[config.mk]
export PLATFORM = sky130hd
export DESIGN_NAME = fifo_sync_param
export DESIGN_NICKNAME = d
export VERILOG_FILES = /design/src/rtl/fifo_sync_param_pkg.sv /design/src/rtl/fifo_sync_param_mem.sv /design/src/rtl/fifo_sync_param.sv
export SDC_FILE = /design/constraint.sdc
export NUM_CORES = 1
export LEC_CHECK = 0
export ABC_AREA = 0
export BUFFER_PORTS_ARGS = -buffer_cell sky130_fd_sc_hd__buf_2
export CAP_MARGIN = 10
export CORE_UTILIZATION = 55
export CTS_CLUSTER_SIZE = 16
export DETAILED_ROUTE_END_ITERATION = 7
export PLACE_DENSITY = 0.85
export SLEW_MARGIN = 10
export SYNTH_ARGS = -nofsm -noshare
export SYNTH_HDL_FRONTEND = slang
export SYNTH_SLANG_ARGS = --single-unit
[constraint.sdc]
create_clock -name clk -period 3.8 [get_ports clk]
set_clock_uncertainty 0.2 [all_clocks]
set_input_delay 0.19 -clock clk [delete_from_list [all_inputs] [get_ports clk]]
set_output_delay 0.19 -clock clk [all_outputs]
set_load 0.02 [all_outputs]
[src/rtl/fifo_sync_param_pkg.sv]
// Shared definitions for the parametrised synchronous FIFO: read-mode encodings and a
// constant-foldable log2 helper used for parameter legality checks.
package fifo_defs;

  localparam int unsigned RD_MODE_FWFT = 0;
  localparam int unsigned RD_MODE_REG  = 1;

  // Smallest r such that 2**r >= v.
  function automatic int unsigned clog2(input int unsigned v);
    int unsigned r;
    r = 0;
    for (int unsigned i = 0; i < 32; i++) begin
      if ((32'd1 << i) < v) r = i + 1;
    end
    return r;
  endfunction

endpackage

[src/rtl/fifo_sync_param_mem.sv]
// Register-array storage for the FIFO: one synchronous write port, one asynchronous read port.
// Not reset; contents are only meaningful behind the FIFO pointers.
module fifo_mem_1w1r #(
  parameter int unsigned Width = 4,
  parameter int unsigned Depth = 16,
  parameter int unsigned Aw    = 4
) (
  input  logic             clk_i,
  input  logic             we_i,
  input  logic [Aw-1:0]    waddr_i,
  input  logic [Width-1:0] wdata_i,
  input  logic [Aw-1:0]    raddr_i,
  output logic [Width-1:0] rdata_o
);

  logic [Width-1:0] mem_q [Depth];

  always_ff @(posedge clk_i) begin
    if (we_i) mem_q[waddr_i] <= wdata_i;
  end

  assign rdata_o = mem_q[raddr_i];

endmodule

[src/rtl/fifo_sync_param.sv]
// Single-clock parametrised SIMD FIFO with occupancy count, programmable almost flags,
// synchronous flush, sticky overflow/underflow and show-ahead or registered read output.
module fifo_sync_param
  import fifo_defs::*;
#(
  parameter int unsigned bw      = 4,
  parameter int unsigned simd    = 1,
  parameter int unsigned depth   = 16,
  parameter int unsigned aw      = 4,
  parameter int unsigned af_lvl  = 12,
  parameter int unsigned ae_lvl  = 2,
  parameter int unsigned rd_mode = RD_MODE_FWFT
) (
  input  logic               clk,
  input  logic               reset,
  input  logic               flush,
  input  logic               wr,
  input  logic [simd*bw-1:0] in,
  input  logic               rd,
  output logic [simd*bw-1:0] out,
  output logic               o_full,
  output logic               o_empty,
  output logic               o_almost_full,
  output logic               o_almost_empty,
  output logic [aw:0]        o_count,
  output logic               o_valid,
  output logic               o_overflow,
  output logic               o_underflow
);

  localparam int unsigned W = simd * bw;
  localparam logic [aw:0] AfLvl = (aw + 1)'(af_lvl);
  localparam logic [aw:0] AeLvl = (aw + 1)'(ae_lvl);

  if (depth < 2 || depth != (32'd1 << aw) || aw != clog2(depth) || ae_lvl >= af_lvl ||
      af_lvl > depth || rd_mode > RD_MODE_REG) begin : g_bad_param
    $error("fifo_sync_param: illegal parameter set");
  end

  logic [aw:0]  wr_ptr_q, wr_ptr_d, rd_ptr_q, rd_ptr_d;
  logic         ovf_q, ovf_d, unf_q, unf_d;
  logic         full, empty, rd_acc, wr_acc;
  logic [W-1:0] rdata;

  assign empty  = (wr_ptr_q == rd_ptr_q);
  assign full   = (wr_ptr_q[aw-1:0] == rd_ptr_q[aw-1:0]) && (wr_ptr_q[aw] != rd_ptr_q[aw]);
  assign rd_acc = rd && !empty;
  // A pop in the same cycle frees the slot, so a full FIFO still accepts the write.
  assign wr_acc = wr && (!full || rd_acc);

  always_comb begin
    wr_ptr_d = wr_ptr_q;
    rd_ptr_d = rd_ptr_q;
    ovf_d    = ovf_q;
    unf_d    = unf_q;
    if (flush) begin
      wr_ptr_d = '0;
      rd_ptr_d = '0;
      ovf_d    = 1'b0;
      unf_d    = 1'b0;
    end else begin
      if (wr_acc) wr_ptr_d = wr_ptr_q + 1'b1;
      if (rd_acc) rd_ptr_d = rd_ptr_q + 1'b1;
      if (wr && full && !rd_acc) ovf_d = 1'b1;
      if (rd && empty) unf_d = 1'b1;
    end
  end

  always_ff @(posedge clk or posedge reset) begin
    if (reset) begin
      wr_ptr_q <= '0;
      rd_ptr_q <= '0;
      ovf_q    <= 1'b0;
      unf_q    <= 1'b0;
    end else begin
      wr_ptr_q <= wr_ptr_d;
      rd_ptr_q <= rd_ptr_d;
      ovf_q    <= ovf_d;
      unf_q    <= unf_d;
    end
  end

  fifo_mem_1w1r #(
    .Width (W),
    .Depth (depth),
    .Aw    (aw)
  ) u_mem (
    .clk_i   (clk),
    .we_i    (wr_acc && !flush),
    .waddr_i (wr_ptr_q[aw-1:0]),
    .wdata_i (in),
    .raddr_i (rd_ptr_q[aw-1:0]),
    .rdata_o (rdata)
  );

  assign o_count        = wr_ptr_q - rd_ptr_q;
  assign o_full         = full;
  assign o_empty        = empty;
  assign o_almost_full  = (o_count >= AfLvl);
  assign o_almost_empty = (o_count <= AeLvl);
  assign o_overflow     = ovf_q;
  assign o_underflow    = unf_q;

  if (rd_mode == RD_MODE_REG) begin : g_reg_out
    logic [W-1:0] out_q;
    logic         valid_q;

    // out holds its last popped value; only o_valid marks freshness.
    always_ff @(posedge clk or posedge reset) begin
      if (reset) begin
        out_q   <= '0;
        valid_q <= 1'b0;
      end else if (flush) begin
        valid_q <= 1'b0;
      end else begin
        valid_q <= rd_acc;
        if (rd_acc) out_q <= rdata;
      end
    end

    assign out     = out_q;
    assign o_valid = valid_q;
  end else begin : g_fwft_out
    assign out     = rdata;
    assign o_valid = !empty;
  end

endmodule
# == Word-level counts from Yosys, hierarchy flattened ==
# Memories as Yosys holds them, arrays and structs flattened.
# Cells that the tools add are included.
# totals
ff_bits,12
ram_bits,64
inputBits,9
out_inout_bits,16
word_cells,39
memories,1
# classes
add_sub_neg,3
order_cmp,2
eq_ne,3
n_mux,10
reduce_logical,16
# mem_list
name,words,width,rd,rd_ports_with_merged_regs,write_ports,line,rtl
u_mem.mem_q,16,4,1,0,1,fifo_sync_param_mem.sv:16,logic [Width-1:0] mem_q [Depth];
# op_table
operator,count
2-to-1 mux 5 bit,4
adder 5 x 1 -> 5 bit (second input constant),2
nonzero test 2 bit,4
logical AND 1 bit,7
2-to-1 mux 1 bit,6
equality test 5 bit,1
greater-or-equal comparator 5 x 4 -> 1 bit (second input constant),1
<= comparator 5 x 2 -> 1 bit (second input constant),1
subtractor 5 bit,1
equality test 4 bit,1
logical NOT 1 bit,4
logical OR 1 bit,1
!= test 1 bit,1

# == Longest topological paths before layout ==
# logic_depth
depth_word,8
depth_mapped,10
ltp_nobuf,8

# == By module ==
# A second synthesis with hierarchy kept.
# hier_totals
hier_cells,209
area_unflattened_um2,3387.0
# by_module_without_submodules
mod,n_inst,cells_per_inst,area_per_inst_um2,seq_area_each_um2
fifo_mem_1w1r,1,126,2586.2,1921.8
fifo_sync_param,1,83,800.8,300.3

# == Least setup slack after synthesis ==
# OpenSTA, ideal clock, no wires.
# synth_timing
path_kind,register to output
start,reg rd_ptr_q[1]
end,out o_almost_empty
arrival_ns,2.365
t_required_ns,3.410
path_slack_ns,1.045
path_stages_with_launch,10
n_path_buf,3
cell_sequence,dfrtp_1 buf_2 buf_4 buf_2 inv_1 ha_1 a21o_1 a21oi_1 xnor2_1 a2111oi_2
# synth_between
elab_chain_len,2
# synth_lines
item,line,rtl
start: declaration,fifo_sync_param.sv:40,"logic [aw:0] wr_ptr_q, wr_ptr_d, rd_ptr_q, rd_ptr_d;"
start signal: assignment,fifo_sync_param.sv:77,rd_ptr_q <= rd_ptr_d;
subtractor 5 bit,fifo_sync_param.sv:96,assign o_count = wr_ptr_q - rd_ptr_q;
net o_count[3],fifo_sync_param.sv:25,"output logic [aw:0] o_count,"
<= comparator 5 x 2 -> 1 bit,fifo_sync_param.sv:100,assign o_almost_empty = (o_count <= AeLvl);
end: declaration,fifo_sync_param.sv:24,"output logic o_almost_empty,"
# The timed path passes the listed nets, and every way through them passes these cells.

# == Worst setup path after layout ==
# layout_timing
start,reg rd_ptr_q[2]
end,out o_almost_empty
# layout_between
elab_chain_len,2
# layout_lines
item,line
subtractor 5 bit,fifo_sync_param.sv:96
<= comparator 5 x 2 -> 1 bit,fifo_sync_param.sv:100
# Every way passes these cells.

==> results.md <==
- Synthesis-stage register bit count: 76
- Hold slack: 0.0431 ns
- Total GRT Usage: 22.3%
- Vias per cell: 5.98
- Period utilisation layout: 78.0%
- Net Sw Frac: 29.9%
- Commonest non-fill, non-tap cell in the layout: edfxtp_1
- Initial core utilization: 57.5%
- Top Usage Layer GRT: met2
- Max IR drop VDD: 302 uV
- Setup WS post-layout: 0.837 ns
- Final TNS setup: 0 ns
- CP startpoint kind: flop
- Min cycle time layout: 2.96 ns
- Pins over their slew limit: 0
- CP Capture Type: primary output
- Synth-to-Final Area Change: 12.1%
- Leading area contributor after synthesis: edfxtp_1
- Met2 Resource Use GR: 33.5%
- WL/cell: 18.8 um
- Largest net degree at the start of global routing: 26
- # fillers: 411
- Layout cells sized above 1: 23.0%
- Syn Area/Cell: 14.7 um^2
- Slew margin rel.: 53.6%
- Fmax: 338 MHz
- CTS Buffer Depth: 2
- R2R cell count: 6
- RSZ-0062 raised after global routing: no
- PD cells: 488 mW/mm^2
- DIE AREA: 0.00658 mm^2
- Crit path DAT: 2.57 ns
- Worst-margin pin slew: 0.691 ns
- Row count: 28
- Cell area after placement: 0.00363 mm^2
- Reg area: 0.00222 mm^2
- Area contributors post-synth: edfxtp_1, dfrtp_1, mux4_2, mux2i_1, ha_1
- WP data required: 3.41 ns
- Commonest cells after routing, fill and taps aside: edfxtp_1, nor2_1, buf_2
- Synth cell types: 35
- CTS tree: built
- Final Cell Area: 0.00386 mm^2
- Flop2flop setup slack: 1.01 ns
- # setup viols final: 0
- Root buffer cell: clkbuf_8
- CP Max Fanout: 16
- Pwr Total: 1.88 mW
- Mapped Cells: 234
- Internal Pwr Total: 1.32 mW
- Clock Power Share: 29.3%
- Worst hold path depth: 1
- Gate power share: 21.7%
- Mapped Area: 0.00344 mm^2
- Placer Congestion: 0.860
- Met3 usage: 6.07%
- Clock transition at path regs: 0.08 ns
- Synth top area share: 55.8%
- Post-DP HPWL: 4490 um
- Initial antenna violation count: 0
- Final hold vios: 0
- Total routed wirelength: 6560 um
- Psw: 0.563 mW
- # DRC: 0
- Total core area: 0.00599 mm^2
- Number of gates resized after cts: 0
- Sequential element share of the synthesized area: 64.6%
- Outcome: finished clean
- Total number of vias: 2086
- Origin of the critical flop-to-flop path: rd_ptr_q[2]
- Worst setup path category: flop to primary output
- Reg power frac: 49.0%
- DR iter-0 viols: 234
- Worst r2r dst: u_mem.mem_q[3][3]
- Syn Nets: 253
- CTS sink cnt: 76
- Vias in the first global route: 2013
- Nets: 288
- First-pass GRT wire length: 10100 um
- I/O Pins: 25
- M1 GR Usage: 29.6%
- Grt ovf: 0
- Final non-filler cell total: 349
- Clock Latency Late Sink: 0.35 ns
- Worst hold start: in[0]
- Final ANT Viol Nets: 0
- Die span in x: 81.1 um
- Hold Crit Class: input pin to flop
- TritonCTS Buffers: 9
- MaxCap Viol Count: 0
- H-tree levels: 3
- Inst Count DP: 328
- Post-Place Setup Slack: 1.04 ns
- Yosys warnings: 0
- N_diodes: 0
- Pre-antenna DRT Iters: 5
- Area of the multi-input gates: 0.00114 mm^2
- Hold Path End: u_mem.mem_q[13][0]
- Final Util: 64.4%
- DIE HEIGHT: 81.1 um
- Leak: 1.38 nW
- Input/output buffers: 24
## power by group through the flow
stage               Clock, mW  Sequential, mW  Combinational, mW
floorplan                   0           0.948              0.293
global placement            0           0.943              0.392
detailed placement          0           0.943              0.404
CTS                     0.566           0.924              0.410
global route            0.596           0.926              0.440
finish                  0.552           0.925              0.409
## state kept, by name (all words and copies together), names as in the netlist
register and cells:
u_mem.mem_q 64, rd_ptr_q 5, wr_ptr_q 5, o_overflow 1
o_underflow 1
## critical path, cell delays in order (launching register included)
cell and delay [ns]:
dfrtp_1 0.61, inv_1 0.15, ha_1 0.39, a21o_1 0.20, a21oi_1 0.19, xnor2_1 0.14, a2111oi_2 0.33, buf_2 0.21
## cells by family after synthesis
logic type	Yosys count	share of synthesized area [%]
multiplexers	24	10.0
AND/OR/NAND/NOR	56	7.56
adder cells (fa/ha/maj)	10	3.85
AO/OA/AOI/OAI	39	8.29
buffers and inverters	18	2.36
flip-flops	76	64.6
XOR/XNOR	11	3.34
## final cells by class
cell class / count / area share [%]
inverter: 11 / 1.07
tap: 75 / 2.43
multi-input combinational: 140 / 29.5
sequential: 76 / 57.6
clock buffer: 9 / 3.21
timing repair buffer: 31 / 4.80
clock inverter: 7 / 1.43
## cell usage after synthesis
cell and number:
edfxtp_1 64, nor2_1 26, dfrtp_1 12, mux2i_1 12, a21oi_1 11, nand2_1 11, inv_1 10, ha_1 9
o21ai_0 9, mux4_2 8, xnor2_1 7, nand2b_1 5, nor3_1 5, a22oi_1 4, a31o_2 4, a31oi_1 4
mux2_2 4, a21o_1 3, buf_4 3, nand4_1 3, xor2_1 3, buf_2 2, clkbuf_1 2, or3_1 2
a2111oi_2 1, a21boi_4 1, and4_1 1, clkinv_1 1, fa_1 1, nand3_1 1, nand3b_1 1, nand4_2 1
o31a_4 1, o31ai_4 1, xnor2_4 1
## how the worst max path moves through the flow
stage	startpoint	end	depth (start not counted)
after global placement	rd_ptr_q[2]	u_mem.mem_q[0][3]	6
after CTS	rd_ptr_q[2]	o_almost_empty	7
after global routing	rd_ptr_q[2]	o_almost_empty	7
final	rd_ptr_q[2]	o_almost_empty	7
after detailed placement	rd_ptr_q[2]	u_mem.mem_q[3][3]	6
after floorplan	rd_ptr_q[1]	o_almost_empty	9
## metal layers
| layer | part of all wire, % | up-vias |
|---|---|---|
| met5 | 0 | - |
| met1 | 41 | 1036 |
| met2 | 51 | 86 |
| li1 | - | 953 |
| met3 | 7.2 | 11 |
| met4 | 1.4 | 0 |
## timing repair
action / 4_1_cts / 5_1_grt
buffers inserted: 0 / 0
endpoints found under the hold margin: 20 / 0
hold buffers: 5 / 0
(Power assumes the default switching activity.)
